`src/rtl/l2_cache_control_if.sv`:
```
// l2_cache_control_if: L1 request, datapath status, pmem handshake and array strobe bundle
interface l2_cache_control_if #(parameter int WAY_W = 2);
  logic             mem_read;
  logic             mem_write;
  logic             mem_resp;
  logic             hit;
  logic [WAY_W-1:0] hit_way;
  logic [WAY_W-1:0] lru_way;
  logic             victim_valid;
  logic             victim_dirty;
  logic             pmem_read;
  logic             pmem_write;
  logic             pmem_resp;
  logic             addr_sel;
  logic [WAY_W-1:0] way_sel;
  logic             data_load;
  logic             data_src_sel;
  logic             tag_load;
  logic             valid_set;
  logic             dirty_set;
  logic             dirty_clr;
  logic             lru_load;
  logic [WAY_W-1:0] lru_mru;
  modport slave (
    input  mem_read, mem_write, hit, hit_way, lru_way, victim_valid, victim_dirty, pmem_resp,
    output mem_resp, pmem_read, pmem_write, addr_sel, way_sel, data_load, data_src_sel,
           tag_load, valid_set, dirty_set, dirty_clr, lru_load, lru_mru
  );
  modport master (
    output mem_read, mem_write, hit, hit_way, lru_way, victim_valid, victim_dirty, pmem_resp,
    input  mem_resp, pmem_read, pmem_write, addr_sel, way_sel, data_load, data_src_sel,
           tag_load, valid_set, dirty_set, dirty_clr, lru_load, lru_mru
  );
endinterface

```
`src/rtl/l2_cache_control.sv`:
```
// l2_cache_control: 4-way L2 control FSM sequencing compare, dirty writeback and line fill
module l2_cache_control #(
  parameter int WAYS  = 4,
  parameter int WAY_W = 2
) (
  input logic               clk,
  input logic               rst,
  l2_cache_control_if.slave bus
);
  if (WAYS != 4) begin : g_ways_check
    $error("l2_cache_control supports only WAYS=4");
  end
  localparam logic [1:0] IDLE      = 2'd0;
  localparam logic [1:0] COMPARE   = 2'd1;
  localparam logic [1:0] WRITEBACK = 2'd2;
  localparam logic [1:0] FILL      = 2'd3;
  logic [1:0]       state_q, state_d;
  logic [WAY_W-1:0] victim_q, victim_d;
  logic req, cmp_hit, cmp_miss, in_wb, in_fill, fill_done;
  assign req       = bus.mem_read | bus.mem_write;
  assign cmp_hit   = (state_q == COMPARE) & req & bus.hit;
  assign cmp_miss  = (state_q == COMPARE) & req & ~bus.hit;
  assign in_wb     = state_q == WRITEBACK;
  assign in_fill   = state_q == FILL;
  assign fill_done = in_fill & bus.pmem_resp;
  assign bus.mem_resp     = cmp_hit;
  assign bus.lru_load     = cmp_hit;
  assign bus.lru_mru      = cmp_hit ? bus.hit_way : '0;
  assign bus.way_sel      = cmp_hit ? bus.hit_way : (in_wb | in_fill) ? victim_q : '0;
  assign bus.pmem_write   = in_wb;
  assign bus.pmem_read    = in_fill;
  assign bus.addr_sel     = in_wb;
  assign bus.data_load    = (cmp_hit & bus.mem_write) | fill_done;
  assign bus.data_src_sel = fill_done;
  assign bus.tag_load     = fill_done;
  assign bus.valid_set    = fill_done;
  assign bus.dirty_set    = cmp_hit & bus.mem_write;
  assign bus.dirty_clr    = (in_wb | in_fill) & bus.pmem_resp;
  // next state and victim capture; the victim is frozen from miss detection until the fill lands
  always_comb begin
    victim_d = cmp_miss ? bus.lru_way : victim_q;
    state_d  = (state_q == IDLE)    ? (req ? COMPARE : IDLE) :
               (state_q == COMPARE) ? (cmp_miss ? ((bus.victim_valid & bus.victim_dirty) ? WRITEBACK : FILL) : IDLE) :
               in_wb                ? (bus.pmem_resp ? FILL : WRITEBACK) :
                                      (bus.pmem_resp ? COMPARE : FILL);
  end
  // state and victim registers with synchronous reset
  always_ff @(posedge clk) begin
    if (rst) begin
      state_q  <= IDLE;
      victim_q <= '0;
    end else begin
      state_q  <= state_d;
      victim_q <= victim_d;
    end
  end
endmodule

```
`src/flat_wrapper.sv`:
```
// flat-port wrapper written by rule: the top's interface ports become plain ports
module l2_cache_control_flat 
#(
  parameter int WAYS  = 4,
  parameter int WAY_W = 2
)
  (clk, rst, bus_mem_read, bus_mem_write, bus_hit, bus_hit_way, bus_lru_way, bus_victim_valid, bus_victim_dirty, bus_pmem_resp, bus_mem_resp, bus_pmem_read, bus_pmem_write, bus_addr_sel, bus_way_sel, bus_data_load, bus_data_src_sel, bus_tag_load, bus_valid_set, bus_dirty_set, bus_dirty_clr, bus_lru_load, bus_lru_mru);
  l2_cache_control_if #(.WAY_W(WAY_W)) bus_i ();
  input logic clk;
  input logic rst;
  input wire logic [$bits(bus_i.mem_read)-1:0] bus_mem_read;
  input wire logic [$bits(bus_i.mem_write)-1:0] bus_mem_write;
  input wire logic [$bits(bus_i.hit)-1:0] bus_hit;
  input wire logic [$bits(bus_i.hit_way)-1:0] bus_hit_way;
  input wire logic [$bits(bus_i.lru_way)-1:0] bus_lru_way;
  input wire logic [$bits(bus_i.victim_valid)-1:0] bus_victim_valid;
  input wire logic [$bits(bus_i.victim_dirty)-1:0] bus_victim_dirty;
  input wire logic [$bits(bus_i.pmem_resp)-1:0] bus_pmem_resp;
  output wire logic [$bits(bus_i.mem_resp)-1:0] bus_mem_resp;
  output wire logic [$bits(bus_i.pmem_read)-1:0] bus_pmem_read;
  output wire logic [$bits(bus_i.pmem_write)-1:0] bus_pmem_write;
  output wire logic [$bits(bus_i.addr_sel)-1:0] bus_addr_sel;
  output wire logic [$bits(bus_i.way_sel)-1:0] bus_way_sel;
  output wire logic [$bits(bus_i.data_load)-1:0] bus_data_load;
  output wire logic [$bits(bus_i.data_src_sel)-1:0] bus_data_src_sel;
  output wire logic [$bits(bus_i.tag_load)-1:0] bus_tag_load;
  output wire logic [$bits(bus_i.valid_set)-1:0] bus_valid_set;
  output wire logic [$bits(bus_i.dirty_set)-1:0] bus_dirty_set;
  output wire logic [$bits(bus_i.dirty_clr)-1:0] bus_dirty_clr;
  output wire logic [$bits(bus_i.lru_load)-1:0] bus_lru_load;
  output wire logic [$bits(bus_i.lru_mru)-1:0] bus_lru_mru;
  assign bus_i.mem_read = bus_mem_read;
  assign bus_i.mem_write = bus_mem_write;
  assign bus_i.hit = bus_hit;
  assign bus_i.hit_way = bus_hit_way;
  assign bus_i.lru_way = bus_lru_way;
  assign bus_i.victim_valid = bus_victim_valid;
  assign bus_i.victim_dirty = bus_victim_dirty;
  assign bus_i.pmem_resp = bus_pmem_resp;
  assign bus_mem_resp = bus_i.mem_resp;
  assign bus_pmem_read = bus_i.pmem_read;
  assign bus_pmem_write = bus_i.pmem_write;
  assign bus_addr_sel = bus_i.addr_sel;
  assign bus_way_sel = bus_i.way_sel;
  assign bus_data_load = bus_i.data_load;
  assign bus_data_src_sel = bus_i.data_src_sel;
  assign bus_tag_load = bus_i.tag_load;
  assign bus_valid_set = bus_i.valid_set;
  assign bus_dirty_set = bus_i.dirty_set;
  assign bus_dirty_clr = bus_i.dirty_clr;
  assign bus_lru_load = bus_i.lru_load;
  assign bus_lru_mru = bus_i.lru_mru;
  l2_cache_control #(.WAYS(WAYS), .WAY_W(WAY_W)) u_core (.clk(clk), .rst(rst), .bus(bus_i));
endmodule
```
`config.mk`:
```
export PLATFORM = sky130hd
export DESIGN_NAME = l2_cache_control_flat
export DESIGN_NICKNAME = d
export VERILOG_FILES = /design/src/rtl/l2_cache_control_if.sv /design/src/rtl/l2_cache_control.sv /design/src/flat_wrapper.sv
export SDC_FILE = /design/constraint.sdc
export NUM_CORES = 1
export LEC_CHECK = 0
export BUFFER_PORTS_ARGS = -buffer_cell sky130_fd_sc_hd__clkbuf_2
export CORE_AREA = 5 5 42 44
export DETAILED_ROUTE_END_ITERATION = 8
export DIE_AREA = 0 0 47 49
export SYNTH_ARGS = -nofsm -noshare
export SYNTH_HDL_FRONTEND = slang
export SYNTH_SLANG_ARGS = --single-unit
```
`constraint.sdc`:
```
create_clock -name clk -period 2.4 [get_ports clk]
set_input_delay 0.24 -clock clk [delete_from_list [all_inputs] [get_ports clk]]
set_output_delay 0.24 -clock clk [all_outputs]
set_load 0.005 [all_outputs]
```
# [Word-level counts from Yosys, hierarchy flattened]
# Cells that the tools add are included.
[totals] input_bits=12 out_inout_bits=15 regBits=4 elab_cells=28
[op_classes] reduce_logical=1 n_eq_ne=3 n_mux=11 bitwise_logic=11
[ops] operator="$mux 2" n=8
[ops] operator="$and 1x1->1" n=7
[ops] operator="$eq 2x2->1 const B" n=2
[ops] operator="$mux 1" n=3
[ops] operator="$or 1x1->1" n=3
[ops] operator="$eq 2x1->1 const B" n=1
[ops] operator="$logic_not 2->1" n=1
[ops] operator="$not 1->1" n=1

# [Depth between registers and ports, before layout]
# Gate-level depths: netlist of run 1.
[logic_depth] word_depth=6 ltp_mapped=3 ltp_nobuf=3

# [Least setup slack after synthesis of run 1]
# No wires, ideal clock.
[synth_path] path_type="reg-to-output" from="register u_core.state_q[1]" to="output port bus_way_sel[0]" stages_incl_launch_ff=4 slack_ns=1.185 path_buffers=0 t_arrival_ns=0.975 t_required_ns=2.160 cell_sequence="dfxtp_1 > nand2b_4 > nor3b_4 > a22o_1"
[synth_between] elab_chain_cells=4 word_cells_on_any_way=8 cone_classes="eq/ne (3); mux (2); bitwise (3)"
[synth_lines] element="start, declared" line="l2_cache_control.sv:17" text="logic [1:0] state_q, state_d;"
[synth_lines] element="start signal, assigned" line="l2_cache_control.sv:53" text="state_q <= state_d;"
[synth_lines] element="$eq 2x1->1" line="l2_cache_control.sv:21" text="assign cmp_hit = (state_q == COMPARE) & req & bus.hit;"
[synth_lines] element="$and 1x1->1 (2 in a row)" line="l2_cache_control.sv:21"
[synth_lines] element="via bus_lru_load" line="flat_wrapper.sv:30" text="output wire logic [$bits(bus_i.lru_load)-1:0] bus_lru_load;"
[synth_lines] element="$mux 2" line="l2_cache_control.sv:29" text="assign bus.way_sel = cmp_hit ? bus.hit_way : (in_wb | in_fill) ? victim_q : '0;"
[synth_lines] element="end, declared" line="flat_wrapper.sv:23" text="output wire logic [$bits(bus_i.way_sel)-1:0] bus_way_sel;"
# The timed path passes the listed nets, and every way through them passes these cells.

# [Worst setup path after layout of run 1]
[layout_path] from="register u_core.state_q[1]" to="output port bus_way_sel[0]"
[layout_between] elab_chain_cells=4 word_cells_on_any_way=8 cone_classes="eq/ne (3); mux (2); bitwise (3)"
[layout_lines] element="$eq 2x2->1, or another cell as far along" line="l2_cache_control.sv:23" text="assign in_wb = state_q == WRITEBACK;"
[layout_lines] element="$or 1x1->1 or $and 1x1->1 (tied branches)" line="l2_cache_control.sv:29, l2_cache_control.sv:21"
[layout_lines] element="$mux 2 or $and 1x1->1 (tied branches)" line="l2_cache_control.sv:29, l2_cache_control.sv:21"
[layout_lines] element="$mux 2 (*)" line="l2_cache_control.sv:29"
# Every way passes the cells marked *; elsewhere a longest branch is shown, timed or not.

==> flow_metrics.env, run 1 <==
export IMPL_finalMaxSlewViolations=0
export IMPL_die_w_um=47
export IMPL_final_nets=75
export IMPL_grt_pass1_wl_um=1290
export IMPL_clkTransAtPathRegs_ps=30
export IMPL_grt_ovfl_total=0
export IMPL_placementRows=14
export IMPL_hold_class="input port to flop"
export IMPL_synthTopCellsByArea="dfxtp_1 24%, buf_4 8.8%, nand2b_1 7.4%"
export IMPL_synth_edf_count=0
export IMPL_viasPerCell=4.44
export IMPL_die_h_um=49
export IMPL_critPathMaxFanout=9
export IMPL_fp_dieArea_um2=2300
export IMPL_crit_path_top_delay_cell="dfxtp_1"
export IMPL_crit_path_end_kind="output port"
export IMPL_cts_setup_buffers=0
export IMPL_ys_seq_area_share_pct=23.5
export IMPL_io_buffers=26
export IMPL_postSynthCellCount=36
export IMPL_cts_resized=0
export IMPL_core_um2=1400
export IMPL_timing_hold_ws_ps=253
export IMPL_yosysTopAreaCell="dfxtp_1"
export IMPL_place_congestion=0.667
export IMPL_drt_total_wl_um=798
export IMPL_slowest_delay_ps=370
export IMPL_io_pins=27
export IMPL_dr_pass1_iters=3
export IMPL_p_total_mw=0.216
export IMPL_cts_made_buffers=3
export IMPL_clkLatencyLatePin_ps=230
export IMPL_path_class="flop to output port"
export IMPL_grt_pass1_vias=319
export IMPL_rsz0062_at_grt="no"
export IMPL_htreeDepth=1
export IMPL_area_growth_synth_to_final_pct=41.9
export IMPL_yosysWarnings=0
export IMPL_syn_area_per_cell_um2=9.45
export IMPL_layout_commonest_cell="clkbuf_2"
export IMPL_critPathRequiredTime_ps=2160
export IMPL_outcome="finished clean"
export IMPL_final_cell_mix="26 x clkbuf_2, 4 x nand2b_1, 4 x dfxtp_1, 3 x and2_1, 3 x clkbuf_4"
export IMPL_antenna_found_initial=0
export IMPL_worst_path_buf_inv=1
export IMPL_cts_buffer_depth=2
export IMPL_cts_num_sinks=4
export IMPL_clockRootBuffer="clkbuf_4"
export IMPL_crit_arrival_ps=1410
export IMPL_grt_max_degree=10
export IMPL_max_freq_ghz=0.607
export IMPL_path_delay_family="simple AND/OR/NAND/NOR gates"
export IMPL_wl_per_cell_um=10.4
export IMPL_setup_violations=0
export IMPL_slew_headroom_pct=75.5
export IMPL_final_cells=77
export IMPL_finalHoldViolations=0
export IMPL_netlist_area_um2=340
export IMPL_cts_tree="yes"
export IMPL_initial_core_util_pct=24.3
export IMPL_tightest_slew_ps=358
export IMPL_vdd_drop_max_mv=0.203
export IMPL_drv_cap=0
export IMPL_path_cells="nand2b_4 > nor3b_4 > a22o_1 > clkbuf_2"
export IMPL_power_density_nw_per_um2=448
export IMPL_yosysTopAreaCellShare_pct=23.5
export IMPL_dp_cells=74
export IMPL_diodes=0
export IMPL_critPathLaunchType="flop"
export IMPL_synth_ff_type="dfxtp_1"
export IMPL_ys_seq_elements=4
export IMPL_drive_above_1_share_pct=63.9
export IMPL_yosysUniqueCellTypes=22
export IMPL_grt_usage_pct=7.67
export IMPL_route_antenna_remaining_nets=0
export IMPL_worst_clock_skew_ps=0.158
export IMPL_async_reset_ff_share_pct=0
export IMPL_fin_tns_setup_ps=0
export IMPL_leakage_nw=0.250
export IMPL_drc=0
export IMPL_vias=342
export IMPL_fin_crit_ps=1650
export IMPL_synth_fp_nets=48
export IMPL_min_period_over_period_pct=68.7
export IMPL_hold_buffers=0
export IMPL_dr_first_iter_drc_count=2
final timing paths:
| check | from | cells after the start | end | slack (ps) |
|---|---|---|---|---|
| max | u_core.state_q[1]$_SDFF_PP0_ | 4 | bus_way_sel[0] | 750 |
| min | bus_lru_way[1] | 3 | u_core.victim_q[1]$_SDFFE_PP0P_ | 250 |
| max reg2reg | u_core.state_q[1]$_SDFF_PP0_ | 3 | u_core.state_q[0]$_SDFF_PP0_ | 1330 |
| min reg2reg | u_core.victim_q[1]$_SDFFE_PP0P_ | 2 | u_core.victim_q[1]$_SDFFE_PP0P_ | 470 |
per-stage QoR:
step | instance area, um^2 | setup slack [ps] | util (%)
4_1_cts | 483 | 738 | 34.5
6_report | 483 | 752 | 34.5
5_1_grt | 483 | 654 | 34.5
3_3_place_gp | 460 | 1030 | 32.9
2_1_floorplan | 340 | 1190 | -
3_5_place_dp | 460 | 989 | 32.9
cell families after synthesis:
family,after synthesis,share of synthesized area (%)
and+or+nand+nor,16,39.3
AOI/OAI and AO/OA,9,21.3
buffers and inverters,5,9.93
DFF,4,23.5
muxes,2,5.88
cells in the mapped netlist (2+ instances only):
cell type,number
dfxtp_1,4
a22o_1,2
nand2b_1,4
buf_4,4
and2_2,2
mux2i_1,2
and2_1,3
final cells by class:
class	instances	area [um^2]
multi-input cells	27	226
fillers	163	918
clock buffers	3	22.5
flip-flops and latches	4	80.1
well taps	16	20.0
repair buffers	26	130
inverters	1	3.75
where the power goes:
part	leakage (nW)	switching, mW	internal, mW
Clock	0.0138	0.0235	0.0557
Combinational	0.204	0.0263	0.0323
Sequential	0.0328	0.00658	0.0719
Total	0.250	0.0564	0.160
registers in the layout, indices dropped and copies added (netlist names):
signal           cells
u_core.victim_q      2
u_core.state_q       2
worst min-delay path, cell delays in order:
cell	delay, ps
clkbuf_2	80
nand2b_1	50
mux2i_1	60
metal layers:
metal  vias to the layer above  GRT usage, %  wire (um)
met5                         -             0          0
met3                         0          1.85        119
met1                       152          8.10        320
met4                         0          6.91          0
met2                        18          11.8        358
li1                        172             -          -
No activity file was read; power rests on OpenSTA's default activity.
==> run 2: changes to the inputs <==
==> constraint.sdc (replaced) <==
create_clock -name clk -period 1.5 [get_ports clk]
set_input_delay 0.15 -clock clk [delete_from_list [all_inputs] [get_ports clk]]
set_output_delay 0.15 -clock clk [all_outputs]
set_load 0.005 [all_outputs]
==> flow_metrics.env, run 2 (synthesis results as in run 1) <==
export IMPL_slew_headroom_pct=72.6
export IMPL_final_util_pct=36.2
export IMPL_timing_hold_ws_ps=154
export IMPL_leakage_nw=0.267
export IMPL_final_cells=80
export IMPL_power_density_nw_per_um2=719
export IMPL_io_buffers=26
export IMPL_vdd_drop_max_mv=0.359
export IMPL_cts_tree="yes"
export IMPL_clockRootBuffer="clkbuf_4"
export IMPL_diodes=0
export IMPL_clkTransAtPathRegs_ps=40
export IMPL_antenna_found_initial=0
export IMPL_grt_pass1_vias=338
export IMPL_dr_first_iter_drc_count=0
export IMPL_wl_per_cell_um=9.85
export IMPL_die_w_um=47
export IMPL_die_h_um=49
export IMPL_dr_pass1_iters=1
export IMPL_fin_tns_setup_ps=0
export IMPL_worst_clock_skew_ps=3.63
export IMPL_route_antenna_remaining_nets=0
export IMPL_reg_top3="u_core.state_q: 2 flops, u_core.victim_q: 2 flops"
export IMPL_grt_pass1_wl_um=1290
export IMPL_path_class="flop to output port"
export IMPL_core_um2=1400
export IMPL_htreeDepth=1
export IMPL_outcome="finished clean"
export IMPL_critPathRequiredTime_ps=1350
export IMPL_multi_input_area_um2=226
export IMPL_critPathLaunchType="flop"
export IMPL_final_cell_mix="25 x clkbuf_2, 4 x nand2b_1"
export IMPL_cts_buffer_depth=2
export IMPL_fill_cells=168
export IMPL_grt_usage_pct=7.68
export IMPL_drv_cap=0
export IMPL_drive_above_1_share_pct=67.2
export IMPL_io_pins=27
export IMPL_crit_path_end_kind="output port"
export IMPL_critPathMaxFanout=7
export IMPL_viasPerCell=4.21
export IMPL_crit_arrival_ps=1250
export IMPL_min_period_over_period_pct=93.3
export IMPL_max_freq_ghz=0.714
export IMPL_grt_ovfl_total=0
export IMPL_final_seq_area_um2=81.3
export IMPL_fp_dieArea_um2=2300
export IMPL_initial_core_util_pct=24.3
export IMPL_setup_violations=0
export IMPL_clkLatencyLatePin_ps=240
export IMPL_hold_class="input port to flop"
export IMPL_area_growth_synth_to_final_pct=48.9
export IMPL_fin_crit_ps=1400
export IMPL_cts_made_buffers=3
export IMPL_placementRows=14
export IMPL_grt_max_degree=9
export IMPL_place_congestion=0.647
export IMPL_drc=0
export IMPL_drt_total_wl_um=788
export IMPL_dp_cells=75
export IMPL_finalMaxSlewViolations=0
export IMPL_final_nets=78
export IMPL_cts_num_sinks=4
export IMPL_finalHoldViolations=0
export IMPL_tightest_slew_ps=401
export IMPL_rsz0062_at_grt="no"
export IMPL_layout_commonest_cell="clkbuf_2"
export IMPL_vias=337
==> run 2: changes by cell type in the layout (fill, tap and decap cells not counted), sizes merged <==
cell,before,now
buf,0,4
clkbuf,29,28
==> run 2: stage by stage <==
stage | setup WS (ps) | cell area [um^2] | power, mW
3_5_place_dp | 218 | 468 | 0.224
2_1_floorplan | 375 | 340 | 0.185
6_report | 99.9 | 507 | 0.364
5_1_grt | 2.48 | 507 | 0.389
3_3_place_gp | 252 | 468 | 0.224
4_1_cts | 29.3 | 499 | 0.372
==> run 2: timing repair <==
| item | in CTS | in global routing |
|---|---|---|
| endpoints found under the setup margin | 6 | 8 |
| buffers inserted | 1 | 1 |
| gates resized for setup | 1 | 1 |
| hold buffers | 0 | 0 |
| pin swaps | 1 | 2 |
==> run 2: metal layers <==
metal	GRT usage, %	vias up	routed length [um]
li1	-	181	-
met1	7.71	138	281
met2	12.2	18	380
met3	2.95	0	126
met4	5.53	0	0
met5	0	-	0
==> run 2: critical path, stage by stage, from the launching register on <==
cell      delay, ps
dfxtp_1         300
nand2b_4        150
nor3b_4         290
and2_1          170
clkbuf_2        110
==> run 2: power breakdown <==
part	switching [mW]	internal [mW]
Clock	0.0461	0.0896
Combinational	0.0448	0.0605
Sequential	0.00757	0.116
Total	0.0985	0.266
==> run 2: cell type report <==
type | instances | share of cell area (%)
well taps | 16 | 3.95
multi-input cells | 27 | 44.7
flip-flops and latches | 4 | 16.0
clock buffers | 3 | 4.44
inverters | 1 | 0.741
repair buffers | 29 | 30.1
==> run 2: final timing paths <==
path	from	end	slack (ps)	depth (start not counted)
worst max-delay path	u_core.state_q[1]$_SDFF_PP0_	bus_lru_mru[0]	100	4
worst min-delay path	bus_lru_way[1]	u_core.victim_q[1]$_SDFFE_PP0P_	150	3
worst max register to register	u_core.state_q[1]$_SDFF_PP0_	u_core.victim_q[0]$_SDFFE_PP0P_	460	4
worst min register to register	u_core.victim_q[0]$_SDFFE_PP0P_	u_core.victim_q[0]$_SDFFE_PP0P_	470	2
